`src/rtl/tx_rate_pkg.sv`:
```
// Shared state encoding and counter-width helper for the transmit rate sequencer.
package tx_rate_pkg;

    typedef logic [1:0] state_t;

    localparam state_t ST_IDLE  = 2'd0;
    localparam state_t ST_ALIGN = 2'd1;
    localparam state_t ST_RUN   = 2'd2;
    localparam state_t ST_DRAIN = 2'd3;

    // Width needed to hold 0..n-1, never narrower than one bit.
    function automatic int unsigned cnt_width(input int unsigned n);
        return (n > 1) ? $clog2(n) : 1;
    endfunction

endpackage

```
`src/rtl/rate_div_counter.sv`:
```
// Mod-N counter with enable, synchronous clear and a terminal (count == N-1) flag.
module rate_div_counter #(
    parameter int unsigned N = 4,
    parameter int unsigned W = 2
) (
    input  logic         clk,
    input  logic         reset,
    input  logic         clr,
    input  logic         en,
    output logic [W-1:0] count,
    output logic         term
);

    logic [W-1:0] base;
    logic [W-1:0] count_d;

    // clr together with en restarts at 0 and consumes that first count.
    always_comb begin
        base = clr ? '0 : count;
        if (en) begin
            count_d = (base == W'(N - 1)) ? '0 : base + W'(1);
        end else begin
            count_d = base;
        end
    end

    always_ff @(posedge clk) begin
        if (reset) begin
            count <= '0;
        end else begin
            count <= count_d;
        end
    end

    assign term = (count == W'(N - 1));

endmodule

```
`src/rtl/tx_rate_sequencer.sv`:
```
// Clock-enable strobe generator for the multirate transmit chain, with start/stop,
// sync realignment and a zero-stuffing drain before returning to idle.
module tx_rate_sequencer
    import tx_rate_pkg::*;
#(
    parameter int unsigned SAM_DIV    = 4,
    parameter int unsigned UP1        = 2,
    parameter int unsigned UP2        = 4,
    parameter int unsigned DRAIN_SAMP = 8
) (
    input  logic                          clk,
    input  logic                          reset,
    input  logic                          start,
    input  logic                          stop,
    input  logic                          sync,
    output logic                          sam_clk,
    output logic                          int_clk,
    output logic                          sym_clk,
    output logic [cnt_width(UP1)-1:0]     samp_phase,
    output logic                          busy,
    output logic                          draining
);

    localparam int unsigned CW = cnt_width(SAM_DIV);
    localparam int unsigned SW = cnt_width(UP1);
    localparam int unsigned IW = cnt_width(UP2);
    localparam int unsigned DW = cnt_width(DRAIN_SAMP);

    state_t        state_q, state_d;
    logic          stop_q, stop_d;
    logic          sam_d, int_d, sym_d;
    logic [SW-1:0] phase_d;
    logic          grp_int, grp_sym, stop_eff;

    logic          c_clr, c_en, c_term;
    logic          s_clr, s_en, s_term;
    logic          i_clr, i_en, i_term;
    logic          d_clr, d_en, d_term;
    logic [CW-1:0] c_cnt;
    logic [SW-1:0] s_cnt;
    logic [IW-1:0] i_cnt;
    logic [DW-1:0] d_cnt;
    logic          unused_flags;

    assign unused_flags = ^{c_term, s_term, i_term, d_cnt};

    rate_div_counter #(.N(SAM_DIV), .W(CW)) u_c_cnt (
        .clk(clk), .reset(reset), .clr(c_clr), .en(c_en), .count(c_cnt), .term(c_term)
    );
    rate_div_counter #(.N(UP1), .W(SW)) u_s_cnt (
        .clk(clk), .reset(reset), .clr(s_clr), .en(s_en), .count(s_cnt), .term(s_term)
    );
    rate_div_counter #(.N(UP2), .W(IW)) u_i_cnt (
        .clk(clk), .reset(reset), .clr(i_clr), .en(i_en), .count(i_cnt), .term(i_term)
    );
    rate_div_counter #(.N(DRAIN_SAMP), .W(DW)) u_d_cnt (
        .clk(clk), .reset(reset), .clr(d_clr), .en(d_en), .count(d_cnt), .term(d_term)
    );

    // Counters hold the position of the next candidate strobe; outputs are decided
    // one cycle ahead and registered.
    always_comb begin
        state_d  = state_q;
        stop_d   = stop_q;
        sam_d    = 1'b0;
        int_d    = 1'b0;
        sym_d    = 1'b0;
        phase_d  = '0;
        grp_int  = 1'b0;
        grp_sym  = 1'b0;
        stop_eff = stop_q | stop;
        c_clr = 1'b0; c_en = 1'b0;
        s_clr = 1'b0; s_en = 1'b0;
        i_clr = 1'b0; i_en = 1'b0;
        d_clr = 1'b0; d_en = 1'b0;

        case (state_q)
            ST_IDLE: begin
                if (start) state_d = ST_ALIGN;
            end
            ST_ALIGN: begin
                stop_d = 1'b0;
                c_clr = 1'b1; c_en = 1'b1;
                s_clr = 1'b1; s_en = 1'b1;
                i_clr = 1'b1; i_en = 1'b1;
                sam_d = 1'b1;
                int_d = 1'b1;
                sym_d = 1'b1;
                state_d = ST_RUN;
            end
            ST_RUN: begin
                if (stop) stop_d = 1'b1;
                if (sync) begin
                    c_clr = 1'b1; c_en = 1'b1;
                    s_clr = 1'b1; s_en = 1'b1;
                    i_clr = 1'b1; i_en = 1'b1;
                    sam_d   = 1'b1;
                    grp_int = 1'b1;
                    grp_sym = 1'b1;
                end else begin
                    c_en = 1'b1;
                    if (c_cnt == '0) begin
                        sam_d   = 1'b1;
                        phase_d = s_cnt;
                        s_en    = 1'b1;
                        if (s_cnt == '0) begin
                            grp_int = 1'b1;
                            i_en    = 1'b1;
                            grp_sym = (i_cnt == '0);
                        end
                    end
                end
                // A pending stop turns the next symbol boundary into drain sample 1.
                if (grp_sym && stop_eff) begin
                    state_d = ST_DRAIN;
                    d_clr   = 1'b1;
                end else begin
                    int_d = grp_int;
                    sym_d = grp_sym;
                end
            end
            ST_DRAIN: begin
                c_en = 1'b1;
                if (sam_clk && d_term) begin
                    state_d = ST_IDLE;
                end else if (c_cnt == '0) begin
                    sam_d   = 1'b1;
                    phase_d = s_cnt;
                    s_en    = 1'b1;
                    d_en    = 1'b1;
                end
            end
            default: state_d = ST_IDLE;
        endcase
    end

    always_ff @(posedge clk) begin
        if (reset) begin
            state_q    <= ST_IDLE;
            stop_q     <= 1'b0;
            sam_clk    <= 1'b0;
            int_clk    <= 1'b0;
            sym_clk    <= 1'b0;
            samp_phase <= '0;
            busy       <= 1'b0;
            draining   <= 1'b0;
        end else begin
            state_q    <= state_d;
            stop_q     <= stop_d;
            sam_clk    <= sam_d;
            int_clk    <= int_d;
            sym_clk    <= sym_d;
            samp_phase <= phase_d;
            busy       <= (state_d != ST_IDLE);
            draining   <= (state_d == ST_DRAIN);
        end
    end

endmodule

```
`config.mk`:
```
export PLATFORM = sky130hd
export DESIGN_NAME = tx_rate_sequencer
export DESIGN_NICKNAME = d
export VERILOG_FILES = /design/src/rtl/tx_rate_pkg.sv /design/src/rtl/rate_div_counter.sv /design/src/rtl/tx_rate_sequencer.sv
export SDC_FILE = /design/constraint.sdc
export NUM_CORES = 1
export LEC_CHECK = 0
export BUFFER_PORTS_ARGS = -buffer_cell sky130_fd_sc_hd__buf_2
export CORE_UTILIZATION = 52
export DETAILED_ROUTE_END_ITERATION = 10
export HOLD_SLACK_MARGIN = 0.03
export PLACE_DENSITY_LB_ADDON = 0.2
export SLEW_MARGIN = 20
export SYNTH_ARGS = -nofsm -noshare
export SYNTH_HDL_FRONTEND = slang
export SYNTH_HIERARCHICAL = 1
export SYNTH_SLANG_ARGS = --single-unit
```
`constraint.sdc`:
```
create_clock -name clk -period 2.67 [get_ports clk]
set_clock_uncertainty 0.05 [all_clocks]
set_input_delay 0.534 -clock clk [delete_from_list [all_inputs] [get_ports clk]]
set_output_delay 0.534 -clock clk [all_outputs]
set_load 0.05 [all_outputs]
```
# Yosys cells after proc, flatten, opt, wreduce, memory -nomap -nowiden
# Cells that the tools add are included.
# W data, S select, Z words.
word_totals:
  register_bits: 17
  inputBits: 5
  elab_cells: 79
op_classes:
  addsub: 4
  n_eq_ne: 9
  muxes: 44
  n_bitwise: 1
  n_reduce_logical: 9
op_table:
  columns: ["operator", "count"]
  rows:
  - ["$mux W1", 24]
  - ["$mux W2", 9]
  - ["$pmux W1 S2", 6]
  - ["$eq A2 B2 Y1 const B", 5]
  - ["$mux W3", 3]
  - ["$pmux W2 S4", 1]
  - ["$eq A3 B3 Y1 const B", 2]
  - ["$logic_not A2 Y1", 3]
  - ["$add A2 B1 Y2 const B", 2]
  - ["$reduce_bool A2 Y1", 2]
  - ["$add A3 B1 Y3 const B", 1]
  - ["$pmux W1 S3", 1]
  - ["$reduce_or A3 Y1", 1]
  - ["$eq A2 B1 Y1 const B", 1]
  - ["$logic_and A1 B1 Y1", 2]
  - ["$ne A2 B2 Y1 const B", 1]
  - ["$reduce_and A2 Y1", 1]
  - ["$add A1 B1 Y1 const B", 1]
  - ["$or A1 B1 Y1", 1]

# Logic depth before layout (Yosys ltp)
depth:
  depth_word: 12
  mapped_depth: 9
  ltp_nobuf: 9

# By module
# Netlist, hierarchy kept.
by_module_without_submodules:
  columns: ["mod", "n_inst", "cells_each", "area_each_um2", "seq_area_each_um2"]
  rows:
  - ["tx_rate_sequencer", 1, 57, 491.7, 180.2]
  - ["rate_div_counter (u_c_cnt ...)", 2, 9, 96.3, 40.0]
  - ["rate_div_counter (u_d_cnt)", 1, 15, 147.6, 60.1]
  - ["rate_div_counter (u_s_cnt)", 1, 6, 56.3, 20.0]

# Least setup slack after synthesis
# No wires, ideal clock.
synth_path:
  path_kind: "register to register"
  start: "register state_q[1]"
  end: "register u_s_cnt.count"
  arrival_time_ps: 1614
  setup_slack_ps: 885
  path_stages_with_launch: 6
  path_buffers: 0
  cell_sequence: "dfxtp_1 inv_1 ha_1 nor2b_1 nor2b_1 mux2_2"
synth_via:
  elab_chain_len: 6
  elab_cells_between_ends: 9
  classes_between: "add/sub (1); eq/ne (3); mux (5)"
synth_lines:
  columns: ["element", "line_no", "source"]
  rows:
  - ["start, declared", "tx_rate_sequencer.sv:29", "state_t state_q, state_d;"]
  - ["start signal, assigned", "tx_rate_sequencer.sv:148", "state_q <= state_d;"]
  - ["$eq A2 B2 Y1 or $eq A2 B1 Y1 (tied branches)", null, null]
  - ["$pmux W1 S2 (*)", null, null]
  - ["via c_clr", "tx_rate_sequencer.sv:35", "logic c_clr, c_en, c_term;"]
  - ["$mux W1 (*)", "rate_div_counter.sv:19", "base = clr ? '0 : count;"]
  - ["$add A1 B1 Y1", "rate_div_counter.sv:21", "count_d = (base == W'(N - 1)) ? '0 : base + W'(1);"]
  - ["$mux W1", "rate_div_counter.sv:21", null]
  - ["$mux W1 (*)", "rate_div_counter.sv:20", "if (en) begin"]
  - ["end signal, assigned", "rate_div_counter.sv:31", "count <= count_d;"]
  - ["end, declared", "rate_div_counter.sv:10", "output logic [W-1:0] count,"]
# Mark *: on every way through the listed nets, which the timed path passes. The rest lies on a longest branch.
# A chain may end at the register's enable or synchronous reset.

# Worst setup path after layout
layout_path:
  start: "register state_q[0]"
  end: "register u_d_cnt.count[1]"
layout_via:
  elab_chain_len: 6
  elab_cells_between_ends: 9
  classes_between: "add/sub (1); eq/ne (3); mux (5)"
layout_lines:
  columns: ["element", "line_no", "source"]
  rows:
  - ["$eq A2 B2 Y1 (*)", "tx_rate_sequencer.sv:77", "case (state_q)"]
  - ["$mux W1 (*)", "tx_rate_sequencer.sv:77", null]
  - ["via d_clr", "tx_rate_sequencer.sv:38", "logic d_clr, d_en, d_term;"]
  - ["$mux W3 (*)", "rate_div_counter.sv:19", null]
  - ["$add A3 B1 Y3 or $eq A3 B3 Y1 (tied branches)", "rate_div_counter.sv:21", null]
  - ["$mux W3", "rate_div_counter.sv:21", null]
  - ["$mux W3 (*)", "rate_div_counter.sv:20", null]
  - ["end signal, assigned", "rate_div_counter.sv:31", null]
  - ["end, declared", "rate_div_counter.sv:10", null]
# Marked as above.

==> out/results.ini <==
[min_path]
hold_path_class=flip-flop to flip-flop
min_delay_path_depth=2

[final_layout]
multi_input_area_um2=503.0
mostFrequentLayoutCells=dfxtp_1, nor2_1, buf_2
syn_to_final_growth_pct=11.13
regArea_um2=340.3
nFillCells=152
final_common_cell=dfxtp_1
nNetsFinal=119
insertedDiodeCount=0
drive_above_1_share_pct=21.50
final_cell_count_no_fill=123

[floorplanning]
die_h_um=42.81
coreArea_um2=1524
fp.dieW_um=42.81
fp-row-count=14
die_area_um2=1832
initial_core_util_pct=56.81
ios=11

[global_route]
grtUsageTotal_pct=18.61
antenna_found_initial=0
grt_pass1_wl_mm=2.553
grt_overflow_total=0
grt_max_degree=18
grt_pass1_vias=585

[sta]
tns_ns=0
timing.final.crit_share_pct=75.65
finalCriticalPeriod_ns=2.020
slew_viol_final=0
tightestPinTransition_ns=0.6216
whs_ns=0.4361
setup_viol=0
finalHoldViolCount=0
relSlewSlack_pct=58.48
fmax_ghz=0.4951
rsz0062_at_grt=no

[critical_path]
rr_worst_depth=8
path_depth=8
end_kind=flip-flop
cp_data_arrival_time_ns=2.15
start_kind=flip-flop
critical-path-slowest-cell=dfxtp_1
worst_path_largest_cell_delay_ns=0.34
critPathRequiredTime_ns=2.80
cp_top_family=adder cells
path_buf_inv=1
critPathKind=flip-flop to flip-flop
cp_common_cell=ha_1
crit_chain=inv_1 -> ha_1 -> o21ai_0 -> nor2b_1 -> and2b_2 -> ha_1 -> mux2i_1 -> nor2_1
critical_path.max_fanout=6

[placed_design]
io_buffer_count=10
dp_cells=119
gp_congestion=0.7158
dp_hpwl_mm=1.096

[flow_run]
drv_cap=0

[cts]
cts_hold_buf=0
cts_tree=yes
cts_buffers=3
cts_sinks=17
clkTransAtPathRegs_ns=0.09
clkLatencyLatePin_ns=0.29
clock_path_buffers=2
cts_root_buf=clkbuf_4
cts_resized=0
post-cts-setup-buffers=0
htree_num_levels=1

[routing]
vias=666
drt-wirelength-per-cell_um=11.92
drc=0
via_per_inst=5.415
drtIter0Drc=19
drtAntennaViolNets=0
routed_wl_mm=1.466
first_pass_iters=4

[synthesis]
synthCells=93
synth_area_um2=865.8
syn-num-nets=104
synth.avg_cell_area_um2=9.310
yosys_warnings=6

[power_and_ir_drop]
power_leakage_nw=0.4253
power_density_nw_per_um2=594.1
peakVddDrop_v=0.0003556

[status]
status=finished, final reports clean

layout make-up:
class                   count  share of cell area (%)
well taps                  16                   2.081
flip-flops and latches     17                   35.37
inverters                   6                   2.341
clock buffers               4                   2.731
multi-input cells          70                   52.28
repair buffers             10                   5.202
layer usage:
metal | wire length [µm] | vias up | share of wire (%) | global-route usage (%)
met4 | 40 | 0 | 2.7 | 11.25
met1 | 665 | 302 | 45 | 23.75
met2 | 696 | 19 | 47 | 28.18
met5 | 0 | - | 0 | 0
met3 | 63 | 5 | 4.3 | 4.255
li1 | - | 340 | - | -
stage by stage:
step	util [%]	power (W)	setup slack, ns	area [µm²]
global route	63.14	0.0006085	0.4818	962.2
CTS	63.14	0.0005764	0.6050	962.2
global placement	61.41	0.0004413	0.6604	935.9
floorplan	-	0.0004093	0.8852	865.8
finish	63.14	0.0005716	0.6501	962.2
detailed placement	61.41	0.0004432	0.6111	935.9
registers in the layout, indices dropped and copies added (netlist names):
name / flops
state_q: 2
sam_clk: 1
stop_q: 1
sym_clk: 1
u_i_cnt/count: 2
int_clk: 1
u_c_cnt/count: 2
busy: 1
draining: 1
u_s_cnt/count: 1
u_d_cnt/count: 3
samp_phase: 1
worst register-to-register path, stage by stage, from the launching register on:
cell and delay [ns]:
dfxtp_1 0.34, inv_1 0.16, ha_1 0.30, o21ai_0 0.16, nor2b_1 0.19, and2b_2 0.25, ha_1 0.28, mux2i_1 0.13
nor2_1 0.05
worst paths after layout:
path | start | slack [ns] | to
setup / recovery | state_q[0]$_SDFF_PP0_ | 0.65 | u_d_cnt/count[1]$_SDFF_PP0_
hold / removal | stop_q$_SDFFE_PP0P_ | 0.44 | stop_q$_SDFFE_PP0P_
setup reg to reg | state_q[0]$_SDFF_PP0_ | 0.65 | u_d_cnt/count[1]$_SDFF_PP0_
hold reg to reg | stop_q$_SDFFE_PP0P_ | 0.44 | stop_q$_SDFFE_PP0P_
power by group:
| group | leakage (nW) | switching, W | internal [W] | total, W |
|---|---|---|---|---|
| combinational | 0.272 | 0.0000910 | 0.0000586 | 0.000150 |
| sequential | 0.138 | 0.0000157 | 0.000273 | 0.000289 |
| clock | 0.0150 | 0.0000753 | 0.0000581 | 0.000133 |
No activity file was read; power rests on OpenSTA's default activity.
